`config.mk`:
```
export PLATFORM = sky130hd
export DESIGN_NAME = float_to_fixed
export DESIGN_NICKNAME = d
export VERILOG_FILES = /design/src/rtl/float_to_fixed.sv
export SDC_FILE = /design/constraint.sdc
export NUM_CORES = 1
export LEC_CHECK = 0
export ABC_CLOCK_PERIOD_IN_PS = 3000
export BUFFER_PORTS_ARGS = -buffer_cell sky130_fd_sc_hd__buf_4
export CAP_MARGIN = 10
export CORE_ASPECT_RATIO = 1.2
export CORE_MARGIN = 1
export CORE_UTILIZATION = 30
export CTS_BUF_LIST = sky130_fd_sc_hd__clkbuf_8
export DETAILED_ROUTE_END_ITERATION = 8
export HOLD_SLACK_MARGIN = 0.1
export PLACE_DENSITY = 0.54
export REMOVE_ABC_BUFFERS = 1
export SYNTH_ARGS = -nofsm -noshare
export SYNTH_HDL_FRONTEND = slang
export SYNTH_SLANG_ARGS = --single-unit
```
`constraint.sdc`:
```
create_clock -name clk -period 3 [get_ports clk]
set_input_delay 0.75 -clock clk [delete_from_list [all_inputs] [get_ports clk]]
set_output_delay 0.75 -clock clk [all_outputs]
set_load 0.01 [all_outputs]
```
`src/rtl/float_to_fixed.sv`:
```
// float_to_fixed
// Sequential IEEE-754 single-precision unpacker. Splits a float into a
// two's-complement integer mantissa and a signed exponent such that
// value = fixed_out * 2^exp_out. The result is canonical: the mantissa is
// odd (trailing zeros stripped), or zero. Normalisation runs one bit per
// clock.
//
// Ports:
//   clk        rising-edge clock
//   reset      asynchronous active-high reset
//   float_in   IEEE-754 single operand, captured when load_new is seen in IDLE
//   load_new   start request (ignored while busy)
//   fixed_out  signed integer mantissa result
//   exp_out    signed exponent result
//   busy       conversion in progress
//   done       one-cycle pulse when results update
//   inexact    set bits were dropped by underflow shifting
//   invalid    input was Inf or NaN
module float_to_fixed (
    input  logic        clk,
    input  logic        reset,
    input  logic [31:0] float_in,
    input  logic        load_new,
    output logic [31:0] fixed_out,
    output logic [7:0]  exp_out,
    output logic        busy,
    output logic        done,
    output logic        inexact,
    output logic        invalid
);

    typedef enum logic {IDLE, SHIFT} state_t;

    state_t             state_q, state_d;
    logic [23:0]        m_q, m_d;        // working magnitude
    logic signed [8:0]  x_q, x_d;        // working exponent, wide enough for -149
    logic               sign_q, sign_d;
    logic               inv_q, inv_d;    // operand was Inf/NaN
    logic               inx_q, inx_d;    // a set bit has been shifted out
    logic [31:0]        fixed_q, fixed_d;
    logic [7:0]         exp_q, exp_d;
    logic               done_q, done_d;
    logic               inexact_q, inexact_d;
    logic               invalid_q, invalid_d;

    logic [7:0]         f_exp;
    logic [22:0]        f_frac;
    logic               shift_go;

    assign f_exp  = float_in[30:23];
    assign f_frac = float_in[22:0];

    // Keep shifting while bits remain and either the mantissa is even or the
    // exponent is still below what an 8-bit exponent can represent.
    assign shift_go = (m_q != 24'd0) && (!m_q[0] || (x_q < -9'sd128));

    always_comb begin
        state_d   = state_q;
        m_d       = m_q;
        x_d       = x_q;
        sign_d    = sign_q;
        inv_d     = inv_q;
        inx_d     = inx_q;
        fixed_d   = fixed_q;
        exp_d     = exp_q;
        done_d    = 1'b0;
        inexact_d = inexact_q;
        invalid_d = invalid_q;

        case (state_q)
            IDLE: begin
                if (load_new) begin
                    state_d = SHIFT;
                    sign_d  = float_in[31];
                    inx_d   = 1'b0;
                    inv_d   = 1'b0;
                    if (f_exp == 8'hFF) begin
                        inv_d = 1'b1;
                        m_d   = 24'd0;
                        x_d   = 9'sd0;
                    end else if (f_exp == 8'h00) begin
                        // Denormal or zero; zero gets M=0 and X=0.
                        m_d = {1'b0, f_frac};
                        x_d = (f_frac == 23'd0) ? 9'sd0 : -9'sd149;
                    end else begin
                        m_d = {1'b1, f_frac};
                        x_d = $signed({1'b0, f_exp}) - 9'sd150;
                    end
                end
            end
            SHIFT: begin
                if (shift_go) begin
                    m_d = m_q >> 1;
                    x_d = x_q + 9'sd1;
                    if (m_q[0]) inx_d = 1'b1;
                end else begin
                    state_d = IDLE;
                    done_d  = 1'b1;
                    if (inv_q) begin
                        fixed_d   = sign_q ? 32'h8000_0000 : 32'h7FFF_FFFF;
                        exp_d     = 8'd127;
                        invalid_d = 1'b1;
                        inexact_d = 1'b0;
                    end else if (m_q == 24'd0) begin
                        // True zero or underflow flushed to zero; sign is lost.
                        fixed_d   = 32'd0;
                        exp_d     = 8'd0;
                        invalid_d = 1'b0;
                        inexact_d = inx_q;
                    end else begin
                        fixed_d   = sign_q ? (32'd0 - {8'd0, m_q}) : {8'd0, m_q};
                        exp_d     = x_q[7:0];
                        invalid_d = 1'b0;
                        inexact_d = inx_q;
                    end
                end
            end
            default: state_d = IDLE;
        endcase
    end

    always_ff @(posedge clk or posedge reset) begin
        if (reset) begin
            state_q   <= IDLE;
            m_q       <= 24'd0;
            x_q       <= 9'sd0;
            sign_q    <= 1'b0;
            inv_q     <= 1'b0;
            inx_q     <= 1'b0;
            fixed_q   <= 32'd0;
            exp_q     <= 8'd0;
            done_q    <= 1'b0;
            inexact_q <= 1'b0;
            invalid_q <= 1'b0;
        end else begin
            state_q   <= state_d;
            m_q       <= m_d;
            x_q       <= x_d;
            sign_q    <= sign_d;
            inv_q     <= inv_d;
            inx_q     <= inx_d;
            fixed_q   <= fixed_d;
            exp_q     <= exp_d;
            done_q    <= done_d;
            inexact_q <= inexact_d;
            invalid_q <= invalid_d;
        end
    end

    assign fixed_out = fixed_q;
    assign exp_out   = exp_q;
    assign busy      = (state_q == SHIFT);
    assign done      = done_q;
    assign inexact   = inexact_q;
    assign invalid   = invalid_q;

endmodule
```
==> metrics.txt <==
status=complete, but fails checks; failing checks=design-rule violations; ANT nets after route=0; Post-CTS Setup Repair Bufs=0; initial core utilization=0.311; Power Total=0.00598 W; routed wire length=11,900 µm; WHS=0.338 ns; die span in x=112 µm; number of CTS-inserted buffers=9; Post-Syn Instances=458; worst-margin pin slew=0.845 ns; Cell variety after synth=54; routability congestion estimate=0.880; Max-slew headroom=0.437; Arr. time, crit path=3.00 ns; P&R area growth vs syn=22.3%; cts hold-fix bufs=0; number of synthesized flops with an enable pin=0; clock-pin slew on the worst setup and hold paths=0.08 ns; H-tree levels=3; top cells by area, synth=dfrtp_1 43%, nand2_1 6.8%, mux2_4 5.9%; initial DRC count=210; kind of critical path=register to register; peak supply drop=0.307 mV; Initial DRT Pass Iterations=6; synth warn=0; CP startpoint kind=register; Final Max Slew Viols=0; Wirelength per Cell=16.8 µm; Max Fanout on Critical Path=19; Worst Setup End Kind=register; boundary pin count=79; full die area=14,900 µm²; clk_skew=0.0108 ns; top cell type's share of synthesized area=0.428; Post-Syn Area=4330 µm²; Worst EP required=3.23 ns; Max clock buf depth=2; setup_tns=0 ns; fmax=0.362 GHz; main flop type after synthesis=dfrtp_1; diodes inserted=0; minimum clock period=2.76 ns; max cap viols=0; commonest non-fill, non-tap cells in the layout=97 x buf_4, 78 x nand2_1, 74 x dfrtp_1; dpl hpwl=8650 µm; post-route clock period utilization=0.921; Hold Fails Final Rpt=0; Clock Latency Late Sink=0.36 ns; post-cts sizing count=0; Async SR Flop Fraction=1.00; vias in the first global route=3,852; die height=134 µm; worst hold path class=input pin to asynchronous set/reset pin; share of layout cells above drive strength 1=0.275; Yosys reg bits=74; Tot GR Track Use=0.169; DRC errors left=7; Clock Sinks=74; post-synthesis sequential area ratio=0.428; Setup violations, final=0; largest area contributor in the netlist=dfrtp_1; largest net degree at the start of global routing=39; CTS root buf=clkbuf_8; Static Leak=2.39 nW; routed vias=3,780; CTS tree=done; port bufs=78; global-route wire length before repair=19,800 µm; fin nets=567; Pwr Density=1130 nW/µm²; synthesized area per cell=9.46 µm²; Core Area=13,900 µm²; antenna violations before repair=0; Rows=47; total grt overflow=0; RSZ-0062 raised after global routing=no; leading cell type in the layout, fill and taps excluded=buf_4; via-per-instance ratio=5.36
-- cell type report --
class                           instances  area [µm²]
Clock inverter                          6        81.3
Multi-Input combinational cell        337        2240
Clock buffer                           10         138
Sequential cell                        74        1850
Fill cell                            1357        8640
Inverter                               10        40.0
Timing Repair Buffer                   97         728
Tap cell                              171         214
-- synth_stat cells, drive strengths merged, types with 2 or more instances --
cell and instances:
dfrtp 74, mux2 25, nor3b 4, buf 17, xnor2 15, nand4 6
and3 2, xor2 11, ha 3, clkbuf 20, a21o 2, a22o 3
o21ai 43, nor2 23, nand3 7, a221o 13, nor4 8, inv 10
nand2 78, a31oi 2, o31ai 13, o22a 11, a211oi 2, a2111oi 3
or4 5, nor3 11, or2 2, nand2b 2, or3 5, a21oi 13
o41ai 3, o211ai 7, a211o 2
-- state kept, by name, summed over array words and instances (netlist names) --
signal,flops
sign_q,1
inv_q,1
busy,1
m_q,24
done,1
x_q,9
inx_q,1
fixed_out,26
inexact,1
exp_out,8
invalid,1
-- metrics by stage --
stage                     instances  instance area (µm²)  setup slack, ns  utilization
after floorplan                 421                 4140           -0.151            -
after CTS                       705                 5300            0.222        0.380
after detailed placement        689                 5080            0.233        0.364
final                           705                 5300            0.236        0.380
after global placement          689                 5080            0.267        0.364
after global routing            705                 5300           0.0958        0.380
-- worst max-delay path, stage by stage, from the launching register on --
cell     delay (ns)
dfrtp_1        0.38
inv_1          0.08
ha_1           0.17
or3b_1         0.41
or4_4          0.60
o31a_1         0.41
buf_4          0.23
buf_4          0.21
nand2_1        0.08
o21ai_0        0.07
-- power breakdown --
group          internal [W]  total [W]  switching (W)  leakage (nW)
logic               0.00162    0.00308        0.00146          1.37
registers           0.00148    0.00203       0.000550         0.905
clock network      0.000485   0.000865       0.000380         0.113
total               0.00359    0.00598        0.00239          2.39
-- per-layer routing --
layer,global-route usage,up-vias,wire length (µm)
li1,-,1804,-
met1,0.217,1845,5310
met2,0.270,115,5750
met3,0.0387,16,582
met4,0.0743,0,234
met5,0,-,0
-- worst paths after layout --
kind	startpoint	to	slack [ns]	depth (start not counted)
setup reg to reg	m_q[0]$_DFFE_PP0P_	exp_out[1]$_DFFE_PP0P_	0.24	9
hold reg to reg	inexact$_DFFE_PP0P_	inexact$_DFFE_PP0P_	0.48	2
min in group clk	inexact$_DFFE_PP0P_	inexact$_DFFE_PP0P_	0.48	2
hold / removal	reset	fixed_out[22]$_DFFE_PP0P_	0.34	2
max in group asynchronous	reset	invalid$_DFFE_PP0P_	1.86	3
setup / recovery	m_q[0]$_DFFE_PP0P_	exp_out[1]$_DFFE_PP0P_	0.24	9
-- cells by family (layout without fill, tap and decap cells) --
| kind of cell | Yosys count | in the layout | synth area share |
|---|---|---|---|
| and+or+nand+nor | 157 | 157 | 0.173 |
| AOI/OAI and AO/OA | 125 | 125 | 0.202 |
| DFF | 74 | 74 | 0.428 |
| buffers and inverters | 47 | 123 | 0.0540 |
| xor gates and xnor gates | 26 | 26 | 0.0526 |
| muxes | 26 | 26 | 0.0821 |
| adders and majority gates | 3 | 3 | 0.00867 |
No activity file was read; power rests on OpenSTA's default activity.
